**src/rtl/proc_control_fsm.sv**
```systemverilog
// Sequencer for the multicycle R0-R7/A/G processor: fetches a 9-bit instruction
// (III XXX YYY) in T0 and issues datapath enables for steps T1..T3.
module proc_control_fsm (
   input  logic       Clock,
   input  logic       Resetn,
   input  logic       Run,
   input  logic [8:0] DIN,
   output logic       Done,
   output logic       IRin,
   output logic [0:7] Rin,
   output logic [0:7] Rout,
   output logic       Gout,
   output logic       DINout,
   output logic       Ain,
   output logic       Gin,
   output logic       AddSub
);

   localparam logic [1:0] T0 = 2'd0;
   localparam logic [1:0] T1 = 2'd1;
   localparam logic [1:0] T2 = 2'd2;
   localparam logic [1:0] T3 = 2'd3;

   localparam logic [2:0] OP_MV  = 3'b000;
   localparam logic [2:0] OP_MVI = 3'b001;
   localparam logic [2:0] OP_SUB = 3'b011;

   logic [1:0] r_tstep;
   logic [1:0] w_tstep_nxt;
   logic [8:0] r_ir;
   logic [2:0] w_op;
   logic [0:7] w_x_sel;
   logic [0:7] w_y_sel;
   logic       w_alu_op;

   assign w_op     = r_ir[8:6];
   // Index 0 is the MSB of a [0:7] vector, so shifting right by the register number selects that register.
   assign w_x_sel  = 8'b1000_0000 >> r_ir[5:3];
   assign w_y_sel  = 8'b1000_0000 >> r_ir[2:0];
   assign w_alu_op = (w_op[2:1] == 2'b01);

   // Step counter register.
   always_ff @(posedge Clock or negedge Resetn) begin
      if (!Resetn) begin
         r_tstep <= T0;
      end else begin
         r_tstep <= w_tstep_nxt;
      end
   end

   // Instruction register, loaded only on a T0 fetch.
   always_ff @(posedge Clock or negedge Resetn) begin
      if (!Resetn) begin
         r_ir <= 9'd0;
      end else if ((r_tstep == T0) && Run) begin
         r_ir <= DIN;
      end else begin
         r_ir <= r_ir;
      end
   end

   // Next-step selection: only add/sub run past T1.
   always_comb begin
      w_tstep_nxt = T0;
      case (r_tstep)
         T0:      w_tstep_nxt = Run ? T1 : T0;
         T1:      w_tstep_nxt = w_alu_op ? T2 : T0;
         T2:      w_tstep_nxt = T3;
         T3:      w_tstep_nxt = T0;
         default: w_tstep_nxt = T0;
      endcase
   end

   // Datapath control decode; everything is held low while Resetn is asserted.
   always_comb begin
      Done   = 1'b0;
      IRin   = 1'b0;
      Rin    = 8'b0000_0000;
      Rout   = 8'b0000_0000;
      Gout   = 1'b0;
      DINout = 1'b0;
      Ain    = 1'b0;
      Gin    = 1'b0;
      AddSub = 1'b0;
      if (Resetn) begin
         case (r_tstep)
            T0: IRin = Run;
            T1: begin
               case (w_op)
                  OP_MV: begin
                     Rout = w_y_sel;
                     Rin  = w_x_sel;
                     Done = 1'b1;
                  end
                  OP_MVI: begin
                     DINout = 1'b1;
                     Rin    = w_x_sel;
                     Done   = 1'b1;
                  end
                  3'b010, OP_SUB: begin
                     Rout = w_x_sel;
                     Ain  = 1'b1;
                  end
                  default: Done = 1'b1;
               endcase
            end
            T2: begin
               if (w_alu_op) begin
                  Rout   = w_y_sel;
                  Gin    = 1'b1;
                  AddSub = (w_op == OP_SUB);
               end else begin
                  Gin = 1'b0;
               end
            end
            T3: begin
               if (w_alu_op) begin
                  Gout = 1'b1;
                  Rin  = w_x_sel;
                  Done = 1'b1;
               end else begin
                  Gout = 1'b0;
               end
            end
            default: IRin = 1'b0;
         endcase
      end else begin
         IRin = 1'b0;
      end
   end

endmodule

```
**config.mk**
```make
export PLATFORM = sky130hd
export DESIGN_NAME = proc_control_fsm
export DESIGN_NICKNAME = d
export VERILOG_FILES = /design/src/rtl/proc_control_fsm.sv
export SDC_FILE = /design/constraint.sdc
export NUM_CORES = 1
export LEC_CHECK = 0
export CAP_MARGIN = 25
export CORE_MARGIN = 10
export CORE_UTILIZATION = 45
export DETAILED_ROUTE_END_ITERATION = 12
export DONT_BUFFER_PORTS = 1
export PLACE_DENSITY = 0.61
export RECOVER_POWER = 25
export SLEW_MARGIN = 20
export SYNTH_ARGS = -nofsm -noshare
export SYNTH_HDL_FRONTEND = slang
export SYNTH_SLANG_ARGS = --single-unit
```
**constraint.sdc**
```tcl
create_clock -name Clock -period 1.6 [get_ports Clock]
set_input_delay 0.16 -clock Clock [delete_from_list [all_inputs] [get_ports Clock]]
set_output_delay 0.16 -clock Clock [all_outputs]
set_load 0.05 [all_outputs]
```
Yosys cells after proc, flatten, opt, wreduce, memory -nomap -nowiden
Cells that the tools add are included.
{ "classes": {"n_mux": 30, "shift": 2, "eq_ne": 7, "reduce_logical": 5} }
{ "op_table": {"columns": ["cell", "count"], "rows": [
  ["one-hot mux 8 bit (2 select lines)", 3],
  ["2-to-1 mux 8 bit", 5],
  ["2-to-1 mux 1 bit", 19],
  ["right shift 8 x 3 -> 8 bit (first input constant)", 2],
  ["one-hot mux 2 bit (4 select lines)", 1],
  ["== test 3 x 2 -> 1 bit (second input constant)", 2],
  ["== test 2 x 1 -> 1 bit (second input constant)", 2],
  ["== test 2 bit (second input constant)", 2],
  ["OR reduction 2 bit", 2],
  ["== test 3 x 1 -> 1 bit (second input constant)", 1],
  ["zero test 3 bit", 1],
  ["zero test 2 bit", 1],
  ["2-to-1 mux 2 bit", 1],
  ["one-hot mux 1 bit (2 select lines)", 1],
  ["logical AND 1 bit", 1]
]} }
{ "word_totals": {"regBits": 11, "inputBits": 12, "out_inout_bits": 23, "wordCells": 46} }

Longest topological paths before layout
Gate-level depths: netlist of run 1.
{ "logic_depth": {"depth_word": 5, "ltp_mapped": 5, "ltp_nobuf": 5} }

Least setup slack after synthesis of run 1
Ideal clock, no wire load.
{ "synth_timing": {"kind": "register -> output", "start": "register with a tool-made name", "end": "output Rout[0] (netlist bit)", "stages_incl_launch_ff": 6, "required_ps": 1440, "n_path_buf": 0, "setup_slack_ps": -410, "arrival_time_ps": 1850, "cell_sequence": "dfrtp_1 > inv_1 > ha_1 > nor4b_4 > o21bai_2 > o22ai_1"} }
{ "synth_rtl": {"columns": ["item", "line_no", "text"], "rows": [
  ["end, declared", "11", "output logic [0:7] Rout,"]
]} }

==> impl_metrics.ini, run 1 <==
[drt]
top_layer_used = met4
drt_first_pass_iters = 4
first_iter_violations = 35
wl_met1_um = 1450
met2WireLength_um = 1940
route.vias.total = 863
drt-vias-per-instance = 6.03
ant_nets = 0
route.met3.wl_um = 310
drc = 0
routed_wl_um = 3760
route.detailed.wl_per_inst_um = 26.3

[clocking]
cts_buffers = 3
cts_tree = built
clock_tree.root_cell = clkbuf_4
clk_pin_slew_worst_paths_ns = 0.07
clockBufferDepth = 2
htreeDepth = 1
cts_sinks = 11
clkLatencyLatePin_ns = 0.27

[worst_setup_path]
reg2reg_depth = 4
critPathKind = reg2out
worstSetupStartpointType = register
worstPathRequired_ns = 1.44
crit_fanout = 4
rr_endpoint = r_ir[2]
endpoint_kind = primary output
ff2ff_setup_slack_ns = 0.10
timing.rr.start = r_tstep[0]
crit_arrival_ns = 1.90

[global_routing]
grt_max_degree = 23
grt_use_total_pct = 13.2
grt_first_pass_wirelength_um = 4330
grt_pass1_vias = 876
overflow = 0
antenna_found_initial = 0

[yosys]
syn_inst = 77
synth-edff-count = 0
ys_warn_count = 0
ys_seq_elements = 11
synth_nets = 94
synth_area_um2 = 835
synth.yosys.seq_area_share_pct = 33.0
ys.flop_type = dfrtp_1
postSynthAreaPerCell_um2 = 10.8
ys_async_sr_fraction_pct = 100
ys_types = 31

[run]
max_cap_violations = 0

[cells_and_area]
drive_above_1_share_pct = 78.8
fill_cells = 36
antennaDiodeCount = 0
nNetsFinal = 136
stdcell_count = 143
area_growth_pct = 99.9

[place]
gp_congestion = 0.738
place_inst = 133
preCtsSetupSlack_ns = -0.138
post-dp-hpwl_um = 2030
port_buffers = 0

[sta]
fmax_mhz = 486
rsz0062_at_grt = true
worstMarginPinSlew_ns = 0.456
period_share_pct = 129
timing.final.ws_setup_ns = -0.456
hold_viol = 11
worst_clock_skew_ns = 0.00415
finalSetupViolCount = 21
slew_violations = 0
relSlewSlack_pct = 69.6
fin_crit_ns = 2.06
holdWs_ns = -0.419

[floorplanning]
core_um2 = 1750
rows = 15
io_pins = 35
start_util_pct = 47.8
die_y_um = 63.1
die_x_um = 63.1
dieArea_um2 = 3980

[min_path]
hold_class = in2async

[power]
ir_drop_mv = 1.68
cellLeakagePower_uw = 0.000623
power_density_nw_per_um2 = 1540

[outcome]
violations = negative hold slack, negative setup slack
outcome = complete, but fails checks
## sequential cells by signal, summed over array words and instances, names as in the netlist, named ones only
name     cells
r_tstep      1
r_ir         9
## report_power, final
group | internal (uW) | leakage (uW) | switching (uW)
logic | 772 | 0.000480 | 924
clock network | 96.5 | 0.0000150 | 89.5
registers | 426 | 0.000128 | 254
total | 1300 | 0.000623 | 1270
## cell type report
| type | count | area (um2) | share of cell area [%] |
|---|---|---|---|
| clock buffer | 4 | 26.3 | 1.58 |
| tap | 25 | 31.3 | 1.88 |
| timing repair buffer | 38 | 543 | 32.6 |
| sequential | 11 | 279 | 16.7 |
| inverter | 2 | 7.51 | 0.450 |
| multi-input combinational | 63 | 781 | 46.8 |
## how the worst max path moves through the flow
stage              from      end  cells past startpoint
2_1_floorplan  register  Rout[5]                      5
3_3_place_gp   register  Rout[3]                      6
3_5_place_dp   register  Rout[2]                      6
4_1_cts        register  Rout[2]                      7
5_1_grt        register   Rin[3]                      8
6_report       register   Rin[1]                      8
## cell usage after synthesis, drive strengths merged (2+ instances only)
cell type | instances | area share [%]
and3 | 4 | 3.6
and3b | 3 | 3.4
ha | 5 | 7.5
nand2 | 2 | 0.90
mux2 | 11 | 15
nor2 | 9 | 4.9
nand4 | 2 | 1.5
inv | 2 | 0.90
nand4b | 3 | 3.1
o22ai | 8 | 6.0
and2b | 2 | 2.2
o21ai | 2 | 1.6
nand3 | 3 | 3.3
dfrtp | 11 | 33
## logic make-up after synthesis
family | Yosys count | synth area share [%]
and+or+nand+nor | 35 | 32.2
DFF | 11 | 33.0
buffers and inverters | 3 | 1.80
adders and majority gates | 5 | 7.50
muxes | 12 | 16.5
AOI/OAI and AO/OA | 11 | 9.00
## cell usage in the layout (no fill, tap or decap), types with 2 or more instances in the layout
| cell | instances |
|---|---|
| buf_12 | 17 |
| buf_4 | 11 |
| mux2_2 | 10 |
| nor2_4 | 8 |
| o22ai_4 | 8 |
| dfrtp_1 | 8 |
| buf_6 | 8 |
| ha_4 | 4 |
| and3b_2 | 3 |
| nand4b_1 | 3 |
| and3_4 | 3 |
| clkbuf_4 | 3 |
| dfrtp_2 | 3 |
| inv_2 | 2 |
| nand2_1 | 2 |
| nand3_1 | 2 |
| nand4_1 | 2 |
| buf_8 | 2 |
## timing repair
action                                  4_1_cts  5_1_grt
setup buffers                                 3        3
endpoints found under the setup margin       21       23
resized for setup                            17       22
hold endpoints to repair                     11       11
pin swaps                                     6        6
## critical path, cell delays in order, from the launching register on
cell and delay, ns:
dfrtp_1 0.43, inv_2 0.10, ha_4 0.18, buf_4 0.13, buf_6 0.11, mux2_4 0.30
nand3b_4 0.16, nor2_4 0.06, buf_12 0.16
## stage by stage
stage / cell area (um2) / TNS (ns) / hold WS, ns / power, uW / util (%)
2_1_floorplan: 932 / -1.07 / -0.136 / 1470 / -
3_5_place_dp: 1410 / -0.778 / -0.135 / 1890 / 80.7
6_report: 1670 / -7.63 / -0.419 / 2560 / 95.6
5_1_grt: 1670 / -8.58 / -0.425 / 2680 / 95.6
4_1_cts: 1550 / -5.03 / -0.429 / 2220 / 88.7
3_3_place_gp: 1410 / -0.214 / -0.135 / 1820 / 80.7
## routing by layer
layer | GRT usage (%) | vias to the layer above
met3 | 4.59 | 8
met1 | 14.4 | 425
met5 | 0 | -
met4 | 6.70 | 0
li1 | - | 374
met2 | 22.1 | 56
(Power assumes the default switching activity.)
==> inputs of run 2 (changes only) <==
Settings changed: BUFFER_PORTS_ARGS set to -buffer_cell sky130_fd_sc_hd__buf_4, DONT_BUFFER_PORTS 1 to unset, PLACE_DENSITY 0.61 to 0.77.
==> run 2 against run 1 <==
Compared with the run above:
- the flow finishes with violations (negative setup slack)
- design area fell by 5.9%
- global-route usage down 0.86 points
- clock power is essentially flat
- final cell count increased by 13%
- routed wire length down 14%
- largest cell class unchanged
==> impl_metrics.ini, run 2 (synthesis gave the netlist of run 1 again) <==
[worst_setup_path]
worstPathRequired_ns = 1.44
endpoint_kind = primary output
critPathKind = reg2out
worstSetupStartpointType = register
reg2reg_depth = 4
crit_fanout = 4
crit_arrival_ns = 1.81

[floorplanning]
start_util_pct = 47.8
rows = 15
io_pins = 35
die_y_um = 63.1
dieArea_um2 = 3980
die_x_um = 63.1
core_um2 = 1750

[drt]
drt-vias-per-instance = 5.55
ant_nets = 0
drc = 0
route.detailed.wl_per_inst_um = 20.0
route.vias.total = 893
drt_first_pass_iters = 4
first_iter_violations = 17
routed_wl_um = 3210

[run]
max_cap_violations = 0

[global_routing]
overflow = 0
grt_pass1_vias = 869
grt_use_total_pct = 12.3
grt_first_pass_wirelength_um = 4120
grt_max_degree = 10
antenna_found_initial = 0

[sta]
finalSetupViolCount = 20
timing.final.ws_setup_ns = -0.371
period_share_pct = 123
hold_viol = 0
rsz0062_at_grt = true
worst_clock_skew_ns = 0.00479
relSlewSlack_pct = 72.9
slew_violations = 0
fmax_mhz = 507
worstMarginPinSlew_ns = 0.405
fin_crit_ns = 1.97
finalSetupTns_ns = -5.81

[cells_and_area]
antennaDiodeCount = 0
largest_reg_flops = 9
reg.largest.list = r_ir x9, r_tstep x1
regMostFlops = r_ir
drive_above_1_share_pct = 75.7
layout_commonest_cell = buf_4
nNetsFinal = 154
final_cell_mix = buf_4 (26), buf_6 (25), mux2_2 (10), dfrtp_1 (10), nor2_2 (8)
design_area_um2 = 1570
area_growth_pct = 88.0

[clocking]
clockBufferDepth = 2
cts_sinks = 11
clk_pin_slew_worst_paths_ns = 0.07
cts_tree = built
clkLatencyLatePin_ns = 0.26
cts_buffers = 3
htreeDepth = 1
clock_tree.root_cell = clkbuf_4

[place]
dpl-instance-area_um2 = 1290
gp_congestion = 0.732
port_buffers = 34
post-dp-hpwl_um = 1860

[power]
power_density_nw_per_um2 = 1550
pwr-share-clk_pct = 7.6
power_switching_uw = 1110
p_int_uw = 1330
p_comb_share_pct = 65.6
ir_drop_mv = 1.33
seqPwrFrac_pct = 26.8
cellLeakagePower_uw = 0.000671
swShare_pct = 45.6

[outcome]
violations = negative setup slack
outcome = complete, but fails checks

[min_path]
worstHoldPathCells = 2
hold_class = in2reg
-- run 2: cell types whose count changed in the layout (fill, tap and decap cells not counted), sizes merged --
cell	before	now
buf	38	52
clkbuf	4	6
dlygate4sd3	0	2
-- run 2: per-layer routing --
metal	vias to the layer above	track usage (%)	share of wire, %
met3	8	2.83	5.4
met4	0	5.03	3.2
met5	-	0	0
li1	407	-	-
met2	33	22.7	53
met1	445	13.1	39
-- run 2: metrics by stage --
stage | total power [uW] | worst slack (ns) | utilization [%] | std cells | hold slack, ns
finish | 2440 | -0.371 | 89.9 | 161 | 0.120
floorplan | 1470 | -0.171 | - | 77 | -0.136
global route | 2570 | -0.416 | 89.9 | 161 | 0.122
CTS | 2200 | -0.297 | 85.7 | 156 | 0.111
global placement | 1840 | -0.0734 | 74.1 | 146 | -0.0257
detailed placement | 1870 | -0.110 | 74.1 | 146 | -0.0250
-- run 2: final timing paths --
path                             from         end  slack (ns)
max                        r_tstep[0]     Rout[1]       -0.37
min                            DIN[6]     r_ir[6]        0.12
max reg2reg                r_tstep[0]     r_ir[0]        0.13
min reg2reg                   r_ir[2]     r_ir[2]        0.61
max in group asynchronous      Resetn     r_ir[7]        0.44
min in group asynchronous      Resetn  r_tstep[0]        0.47
-- run 2: worst max-delay path, stage by stage, from the launching register on --
cell and delay (ns):
dfrtp_1 0.42, buf_6 0.14, ha_4 0.15, nor4b_4 0.12, buf_4 0.17, o21bai_4 0.25, o22ai_2 0.12, buf_6 0.17
-- run 2: layout make-up --
type | instances | area, um2
well taps | 25 | 31.3
multi-input cells | 63 | 708
inverters | 2 | 7.51
repair buffers | 56 | 519
fillers | 73 | 176
clock buffers | 4 | 26.3
flip-flops and latches | 11 | 277
-- run 2: power by group through the flow --
stage          clock [uW]  combinational (uW)  sequential (uW)
2_1_floorplan           0                 894              578
3_3_place_gp            0                1220              613
3_5_place_dp            0                1260              616
4_1_cts               194                1380              618
5_1_grt               202                1700              670
6_report              184                1600              653
-- run 2: what timing repair did --
action                                  4_1_cts  5_1_grt
resized for setup                            30        9
endpoints found under the setup margin       22       22
buffers inserted                              4        5
hold buffers                                  2        0
hold endpoints to repair                     11        0
pin swaps                                     7        2
==> inputs of run 3 (changes only) <==
Settings changed: ABC_AREA set to 1, HOLD_SLACK_MARGIN set to 0.15, PLACE_DENSITY 0.77 to 0.76.
==> run 3 against run 2 <==
Compared with the run above:
- the flow still finishes with violations (negative setup slack)
- total power grew 5.0%
- critical path depth up 1
- core utilization rose by 6.2 points
- hold slack gained 0.032 ns
- area after synthesis rose by 5.7%
- clock power up 20%
- sequential share of layout area decreased by 1.3 points
- design area increased by 9.3%
- highest routed layer unchanged
- first-iteration DRC count increased to 8.7 times the previous value
- worst setup slack better by 0.022 ns
- clock-buffer cell count did not move
- maximum frequency up 1.1%
==> impl_metrics.ini, run 3 <==
[cells_and_area]
stdcell_count = 226
reg.largest.list = r_ir x9, r_tstep x1
antennaDiodeCount = 0
layout_commonest_cell = buf_6
drive_above_1_share_pct = 52.7
largest_reg_flops = 9
nNetsFinal = 219
design_area_um2 = 1710
ff_latch_area_um2 = 279
fill_cells = 41
final_cell_mix = buf_6 (26), buf_4 (25), inv_1 (18)
area_growth_pct = 94.3
regMostFlops = r_ir
multi_input_area_um2 = 703

[yosys]
synth-xor-area-share_pct = 0
synth-edff-count = 0
ys_warn_count = 0
synth_top_area_share_pct = 31.2
ys_async_sr_fraction_pct = 100
synthSimpleGateAreaFrac_pct = 39.9
synthMuxAreaShare_pct = 0
ys_types = 16
synthTopCellsByArea = dfrtp_1 (31%), nor2_1 (12%), nand2_1 (9.8%), inv_1 (9.4%), a21oi_1 (9.1%)
synth_area_um2 = 882
synth_common_cells = nor2_1 (29), nand2_1 (23), inv_1 (22)
synthAdderAreaFrac_pct = 7.09
yosysMostFrequentCell = nor2_1
synth_top_family_by_area = simple AND/OR/NAND/NOR gates
postSynthAreaPerCell_um2 = 6.44
synth.yosys.seq_area_share_pct = 31.2
ys_seq_elements = 11
synth_largest_area_cell = dfrtp_1
syn_inst = 137
synth_compound_area_share_pct = 11.5
synth_nets = 154
ys.flop_type = dfrtp_1

[sta]
hold_viol = 0
fin_crit_ns = 1.95
worst_clock_skew_ns = 0.00229
timing.final.ws_setup_ns = -0.349
slew_violations = 0
fmax_mhz = 513
relSlewSlack_pct = 61.2
worstMarginPinSlew_ns = 0.580
finalSetupViolCount = 22
rsz0062_at_grt = true
period_share_pct = 122

[clocking]
clk_pin_slew_worst_paths_ns = 0.09
cts_buffers = 3
htreeDepth = 1
cts_tree = built
clock_tree.root_cell = clkbuf_4
clockBufferDepth = 2
cts_sinks = 11
clkLatencyLatePin_ns = 0.29

[outcome]
outcome = complete, but fails checks
violations = negative setup slack

[worst_setup_path]
critPathMaxStageDelay_ns = 0.40
path_cells = buf_6, ha_1, nand2_2, nor2_4, nor2_4, buf_4, nor2_2, buf_6
worstPathRequired_ns = 1.44
worstSetupStartpointType = register
crit_fanout = 3
critPathKind = reg2out
crit_arrival_ns = 1.79
endpoint_kind = primary output
crit_slowest_cell = dfrtp_1

[drt]
route.detailed.wl_per_inst_um = 22.3
routed_wl_um = 5050
drt-vias-per-instance = 6.14
ant_nets = 0
first_iter_violations = 148
drt_first_pass_iters = 5
route.vias.total = 1387
drc = 0

[place]
post-dp-hpwl_um = 2110
port_buffers = 34
dpl-instance-area_um2 = 1260
place_inst = 199
gp_congestion = 0.793

[global_routing]
grt_pass1_vias = 1196
antenna_found_initial = 0
overflow = 0
grt_max_degree = 13
grt_first_pass_wirelength_um = 5510
grt_use_total_pct = 16.3

[floorplanning]
io_pins = 35
core_um2 = 1780
rows = 15
die_x_um = 64.3
dieArea_um2 = 4130
start_util_pct = 49.5
die_y_um = 64.3

[min_path]
hold_class = in2reg
worstHoldStart = DIN[5]

[power]
cellLeakagePower_uw = 0.000744
total_power_uw = 2560
ir_drop_mv = 1.44
power_density_nw_per_um2 = 1490

[run]
max_cap_violations = 0
## run 3: where the power goes
part,switching (uW),leakage [uW],total (uW),internal [uW]
Clock,124,0.0000150,221,97.2
Sequential,192,0.000122,612,420
Combinational,1130,0.000607,1730,594
Total,1450,0.000744,2560,1110
## run 3: cells by family (layout without fill, tap and decap cells)
group                      count (synthesis)  in the layout
DFF                                       11             11
and+or+nand+nor                           77             77
buffers and inverters                     24             88
AOI/OAI and AO/OA                         20             20
adders and majority gates                  5              5
## run 3: worst max-delay path: cells and delay by family (launching register included)
kind                       cells  cell delay, ns
and+or+nand+nor                4            0.48
buffers and inverters          3            0.45
DFF                            1            0.40
adders and majority gates      1            0.18
## run 3: repair_timing
action,CTS,global route
hold buffers,9,0
setup buffers,7,8
endpoints found under the hold margin,19,0
gates resized for setup,47,22
endpoints found under the setup margin,21,23
pin swaps,5,10
## run 3: cell type report
class	count	share of cell area, %
Sequential cell	11	16.3
Clock buffer	4	1.53
Tap cell	25	1.82
Timing Repair Buffer	61	34.2
Inverter	23	5.18
Multi-Input combinational cell	102	41.0
## run 3: stage by stage
stage / TNS [ns] / hold slack (ns) / worst slack, ns / utilization, %
6_report: -5.33 / 0.151 / -0.349 / 96.1
5_1_grt: -5.95 / 0.144 / -0.394 / 96.1
4_1_cts: -2.27 / 0.159 / -0.156 / 89.9
3_5_place_dp: -0.388 / 0.0169 / -0.0604 / 70.6
3_3_place_gp: -0.0373 / 0.0128 / -0.0164 / 70.6
2_1_floorplan: -2.70 / -0.136 / -0.326 / -
## run 3: routing by layer
layer / wire length, um / vias up / GRT usage [%] / share of wire (%)
li1: - / 558 / - / -
met1: 1710 / 656 / 16.5 / 34
met3: 477 / 36 / 4.36 / 9.4
met5: 0 / - / 0 / 0
met4: 359 / 0 / 10.7 / 7.1
met2: 2500 / 137 / 28.8 / 50
## run 3: worst paths after layout
check	to	slack, ns	cells past startpoint
max	Rin[5]	-0.35	8
min	r_ir[5]	0.15	3
max reg2reg	r_ir[1]	0.13	7
min reg2reg	register	0.62	1
max in group asynchronous	r_tstep[0]	0.74	2
min in group asynchronous	r_ir[4]	0.45	2
